===== src/rtl/pipe_stage_skid_pkg.sv =====
// Shared definitions for the inter-stage pipeline registers: the NOP opcode,
// the packed layout of the non-opcode fields, and the skid occupancy states.
package pipe_stage_skid_pkg;

    // Opcode presented downstream whenever a stage register holds no instruction
    localparam logic [5:0] OP_NOP = 6'b110111;

    // Non-opcode fields carried between stages, most significant field first
    typedef struct packed {
        logic [31:0] pc;
        logic [4:0]  rt;
        logic [4:0]  rd;
        logic [4:0]  aux;
        logic [31:0] dm_addr;
        logic [31:0] imm_dpl;
        logic [31:0] addr;
        logic [31:0] os;
        logic [31:0] ot;
    } pipe_fields_t;

    // Width of the packed payload bus (207 bits for the layout above)
    localparam int PAYLOAD_BITS = $bits(pipe_fields_t);

    // Occupancy of the two entry registers: nothing, main only, main plus skid
    typedef enum logic [1:0] {
        ST_EMPTY = 2'd0,
        ST_MAIN  = 2'd1,
        ST_FULL  = 2'd2
    } skid_state_t;

    // Flattens the field struct onto the payload bus used by every stage register
    function automatic logic [PAYLOAD_BITS-1:0] pack_fields(input pipe_fields_t f);
        return f;
    endfunction

endpackage


===== src/rtl/pipe_stage_skid_sat_cnt.sv =====
// Saturating up-counter with synchronous clear; also used for the hazard
// unit's stall statistics, so it carries no knowledge of the pipeline itself.
module pipe_sat_cnt #(
    parameter int W = 16
) (
    input  logic         clk,
    input  logic         rstd,
    input  logic         clr,
    input  logic         inc,
    output logic [W-1:0] cnt
);

    localparam logic [W-1:0] CNT_MAX = '1;

    // Clear wins over increment; the count sticks at all-ones instead of wrapping
    always_ff @(posedge clk or negedge rstd) begin
        if (!rstd) begin
            cnt <= '0;
        end else if (clr) begin
            cnt <= '0;
        end else if (inc && (cnt != CNT_MAX)) begin
            cnt <= cnt + W'(1);
        end
    end

endmodule


===== src/rtl/pipe_stage_skid.sv =====
// Inter-stage pipeline register with valid/ready handshake and a one-deep
// skid entry behind the main entry, so a stalled consumer never causes a beat
// to be dropped or repeated. Flush turns the stage into a NOP bubble.
// All outputs come straight from registers: nothing combinational runs from
// the upstream side to the downstream side or back.
module pipe_stage_skid
    import pipe_stage_skid_pkg::*;
#(
    parameter int              OP_W      = 6,
    parameter logic [OP_W-1:0] NOP_OP    = OP_NOP,
    parameter int              PAYLOAD_W = PAYLOAD_BITS,
    parameter int              CNT_W     = 16
) (
    input  logic                 clk,
    input  logic                 rstd,
    input  logic                 flush,
    input  logic                 in_valid,
    output logic                 in_ready,
    input  logic [OP_W-1:0]      in_op,
    input  logic [PAYLOAD_W-1:0] in_payload,
    output logic                 out_valid,
    input  logic                 out_ready,
    output logic [OP_W-1:0]      out_op,
    output logic [PAYLOAD_W-1:0] out_payload,
    input  logic                 clr_cnt,
    output logic [CNT_W-1:0]     bubble_cnt
);

    skid_state_t state;
    skid_state_t state_nxt;

    logic                 accept;
    logic                 drain;
    logic                 load_main_in;
    logic                 load_main_skid;
    logic                 load_skid;
    logic                 kill_main_op;

    logic [OP_W-1:0]      main_op;
    logic [PAYLOAD_W-1:0] main_payload;
    logic [OP_W-1:0]      skid_op;
    logic [PAYLOAD_W-1:0] skid_payload;

    // Both handshake flags depend only on the occupancy register
    assign out_valid   = (state != ST_EMPTY);
    assign in_ready    = (state != ST_FULL);
    assign out_op      = main_op;
    assign out_payload = main_payload;

    assign accept = in_valid & in_ready;
    assign drain  = out_valid & out_ready;

    // Occupancy register
    always_ff @(posedge clk or negedge rstd) begin
        if (!rstd) begin
            state <= ST_EMPTY;
        end else begin
            state <= state_nxt;
        end
    end

    // Next occupancy and entry-load selects; flush overrides every handshake
    always_comb begin
        state_nxt      = state;
        load_main_in   = 1'b0;
        load_main_skid = 1'b0;
        load_skid      = 1'b0;
        kill_main_op   = 1'b0;
        if (flush) begin
            state_nxt    = ST_EMPTY;
            kill_main_op = 1'b1;
        end else begin
            case (state)
                ST_EMPTY: begin
                    if (accept) begin
                        load_main_in = 1'b1;
                        state_nxt    = ST_MAIN;
                    end
                end
                ST_MAIN: begin
                    if (accept && drain) begin
                        load_main_in = 1'b1;
                    end else if (accept) begin
                        load_skid = 1'b1;
                        state_nxt = ST_FULL;
                    end else if (drain) begin
                        kill_main_op = 1'b1;
                        state_nxt    = ST_EMPTY;
                    end
                end
                ST_FULL: begin
                    // in_ready is low here, so the skid entry is the only source
                    if (drain) begin
                        load_main_skid = 1'b1;
                        state_nxt      = ST_MAIN;
                    end
                end
                default: begin
                    kill_main_op = 1'b1;
                    state_nxt    = ST_EMPTY;
                end
            endcase
        end
    end

    // Main entry: two-way load mux from the input or the skid entry; an
    // emptied stage shows NOP while its payload keeps the last value
    always_ff @(posedge clk or negedge rstd) begin
        if (!rstd) begin
            main_op      <= NOP_OP;
            main_payload <= '0;
        end else if (kill_main_op) begin
            main_op <= NOP_OP;
        end else if (load_main_in) begin
            main_op      <= in_op;
            main_payload <= in_payload;
        end else if (load_main_skid) begin
            main_op      <= skid_op;
            main_payload <= skid_payload;
        end
    end

    // Skid entry captures a beat accepted while main is stalled
    always_ff @(posedge clk or negedge rstd) begin
        if (!rstd) begin
            skid_op      <= NOP_OP;
            skid_payload <= '0;
        end else if (load_skid) begin
            skid_op      <= in_op;
            skid_payload <= in_payload;
        end
    end

    // Bubble cycles: downstream ready but nothing to hand it
    pipe_sat_cnt #(
        .W (CNT_W)
    ) u_bubble_cnt (
        .clk  (clk),
        .rstd (rstd),
        .clr  (clr_cnt),
        .inc  (out_ready & ~out_valid),
        .cnt  (bubble_cnt)
    );

endmodule


===== config.mk =====
export PLATFORM = sky130hd
export DESIGN_NAME = pipe_stage_skid
export DESIGN_NICKNAME = d
export VERILOG_FILES = /design/src/rtl/pipe_stage_skid_pkg.sv /design/src/rtl/pipe_stage_skid_sat_cnt.sv /design/src/rtl/pipe_stage_skid.sv
export SDC_FILE = /design/constraint.sdc
export NUM_CORES = 1
export LEC_CHECK = 0
export CAP_MARGIN = 20
export CORE_MARGIN = 2
export CORE_UTILIZATION = 30
export CTS_CLUSTER_DIAMETER = 120
export DETAILED_ROUTE_END_ITERATION = 12
export HOLD_SLACK_MARGIN = 0.02
export PLACE_DENSITY = 0.5
export SYNTH_ARGS = -nofsm -noshare
export SYNTH_HDL_FRONTEND = slang
export SYNTH_SLANG_ARGS = --single-unit

===== constraint.sdc =====
create_clock -name clk -period 6.2 [get_ports clk]
set_input_delay 1.86 -clock clk [delete_from_list [all_inputs] [get_ports clk]]
set_output_delay 1.86 -clock clk [all_outputs]
set_load 0.01 [all_outputs]

==> results.md <==
- CP peak stage delay: roughly 600 ps
- First-pass GRT wire length: between 70000 and 80000 um
- WHS Path Cells: 1
- Synth cell types: 43
- Clock Sinks: ~440
- Maxcap violations: 0
- Detailed-route via count: approximately 12000
- Fmax: about 0.25 GHz
- CP Data Required Time: 6650 ps
- Final Wtd Congestion: 0.723
- Routed len/inst: approximately 20 um
- Most frequent cells in the layout: 448 x clkdlybuf4s50_1, 434 x dfrtp_1, 381 x mux2_2
- Synth Area per Inst: approximately 16 um^2
- H-tree depth: 2
- Setup Buffers After CTS: 0
- Syn nets: about 1500
- Slowest-stage cell, CP: buf_12
- WP data arrival: roughly 4400 ps
- Largest net degree at the start of global routing: 122
- Vias in the first global route: around 13000
- Iter 0 DRT Violations: 453
- GRT Overall Usage: around 15%
- CTS Buf Count: 52
- Startpoint class of the critical path: input pin
- Synth warnings: 0
- Initial Utilization: a little under a third
- Hold Vio Cnt, Final: 0
- Hold crit path type: flip-flop to flip-flop
- Status: complete, no violations
- Reg-to-reg slack, setup: 3670 ps
- CTS tree: built
- Most area-consuming cells after synthesis: dfrtp_1 53%, mux2_2 21%, mux2_4 19%, dfstp_2 1.3%, buf_2 0.83%
- Post-synthesis sequential area ratio: 54.2%
- CORE AREA: between 60000 and 70000 um^2
- Most common cell after layout, fill and taps aside: clkdlybuf4s50_1
- Die H: around 270 um
- Leak pwr: 12.2 nW
- Number of synthesized flops with an enable pin: 0
- Post-synth top area share: 52.9%
- FILL cells: between 6000 and 7000
- Slew Viols, Final: 0
- Via/cell ratio: between 4 and 5
- P&R area growth vs syn: 34.1%
- Max Root-Sink Buffers: 3
- Crit-path cells: clkdlybuf4s50_1 -> nand2b_1 -> nand2_8 -> buf_12 -> mux2_4 -> mux2_2
- First-pass DRT Iterations: 4
- WP buf/inv: 2
- Hold_buf cts: 0
- Post-synth ARST share: 100%
- Worst r2r src: state[1]$_DFFE_PN0P_
- Cell taking the most area after synthesis: dfrtp_1
- Post-CTS sizing: 0
- Fraction of layout cells with a size suffix above 1: 42.8%
- Yosys reg bits: between 400 and 500
- Setup_tns: 0 ps
- Clock-pin transition on the worst setup and hold timing paths: 60 ps
- Hold EP: skid_payload[166]$_DFFE_PN0P_
- Fin crit period: slightly below 4000 ps
- Cells after Synth: 1265
- DRC violations left: 0
- VDD IR max: about 0.19 mV
- Worst reg2reg path depth: 5
- Critical path class: input pin to flip-flop
- Setup Viol. Count Final: 0
- Setup crit end kind: flip-flop
- Routed wire length: between 50000 and 60000 um
- RSZ-0062 raised after global routing: no
- CP max FO: between 100 and 150
- Total congestion overflow: 0
- Cell Pwr Density: 398 nW/um^2
- DP HPWL: 35000 um
- Skew final: 24.2 ps
- Top FF cell, synth: dfrtp_1
- Slew @ Worst Pin: 1170 ps
- Count of buffers from port buffering: ~450
- IO Pins: 450
- Initial antenna violation count: 10
- Die area: between 70000 and 80000 um^2
- Relative slew slack: 22.0%
- DIE WIDTH: 266 um
- Row cnt: 95
- Root buffer cell: clkbuf_16
- Hold wc startpoint: skid_payload[166]$_DFFE_PN0P_
- Worst skew pair latency: between 500 and 600 ps
- ANT nets after route: 0
- R2R Path End: out_payload[137]$_DFFE_PN0P_
- Final period util: 63.6%
- Final cell utilization of the core: about two fifths
- Cell Area, Synth: between 20000 and 25000 um^2
- Nets@finish: around 1900
- CP delay by family, top: buffers and inverters
## how the worst max path moves through the flow
stage / slack, ps / startpoint / cells after the start / to
3_3_place_gp: 1720 / out_ready / 5 / skid_payload[73]$_DFFE_PN0P_
6_report: 2260 / out_ready / 6 / out_payload[137]$_DFFE_PN0P_
4_1_cts: 2330 / out_ready / 5 / skid_payload[56]$_DFFE_PN0P_
2_1_floorplan: 3000 / out_ready / 6 / out_payload[100]$_DFFE_PN0P_
3_5_place_dp: 1700 / out_ready / 5 / skid_payload[56]$_DFFE_PN0P_
5_1_grt: 2170 / out_ready / 5 / skid_payload[79]$_DFFE_PN0P_
## where the power goes
group	switching, mW	internal (mW)
clock	1.24	1.84
combinational	1.16	2.34
sequential	0.503	3.86
## cell families (layout without fill, tap and decap cells)
kind of cell / after synthesis / in the layout / synth area share (%)
multiplexers: 642 / 642 / 39.8
flip-flops: 444 / 444 / 54.2
buffers and inverters: 77 / 561 / 2.82
AND/OR/NAND/NOR: 75 / 75 / 2.21
AO/OA/AOI/OAI: 26 / 26 / 0.884
adder cells (fa/ha/maj): 1 / 1 / 0.0610
other: 0 / 2 / 0
## final cells by class
class	count	area, um^2	area share [%]
Antenna cell	2	5.00	0.0182
Tap cell	873	1090	3.97
Timing Repair Buffer	463	4740	17.2
Inverter	3	11.3	0.0409
Clock buffer	77	1470	5.32
Multi-Input combinational cell	744	8850	32.2
Clock inverter	18	233	0.846
Sequential cell	444	11100	40.4
## flip-flops by register name, summed over array words and instances (netlist names)
register          flops
out_op                6
u_bubble_cnt.cnt     16
state                 2
skid_payload        207
out_payload         207
skid_op               6
## metal layers
metal,track usage [%],up-vias,part of all wire [%]
li1,-,5459,-
met1,17.7,6176,41
met2,24.3,289,48
met3,5.79,88,8.3
met4,3.74,16,2.3
met5,0,-,0.20
## per-stage QoR
stage | setup slack [ps] | hold WS, ps | power, mW | instance area, um^2 | std cells
after floorplan | 3000 | 474 | 6.19 | 20500 | 1265
after global placement | 1720 | 480 | 7.89 | 25800 | 2527
after detailed placement | 1700 | 488 | 7.96 | 25800 | 2527
after CTS | 2330 | 504 | 11.2 | 27500 | 2622
after global routing | 2170 | 510 | 11.5 | 27500 | 2623
final | 2260 | 498 | 10.9 | 27500 | 2624
## Yosys cell counts (all sizes together) (6+ instances only)
| library cell | count |
|---|---|
| dfstp | 10 |
| a21oi | 9 |
| mux2i | 7 |
| mux2 | 635 |
| dfrtp | 434 |
| nand2 | 11 |
| buf | 71 |
| nor2 | 14 |
| or4 | 7 |
| nand4 | 6 |
| nor2b | 9 |
(Power assumes the default switching activity.)
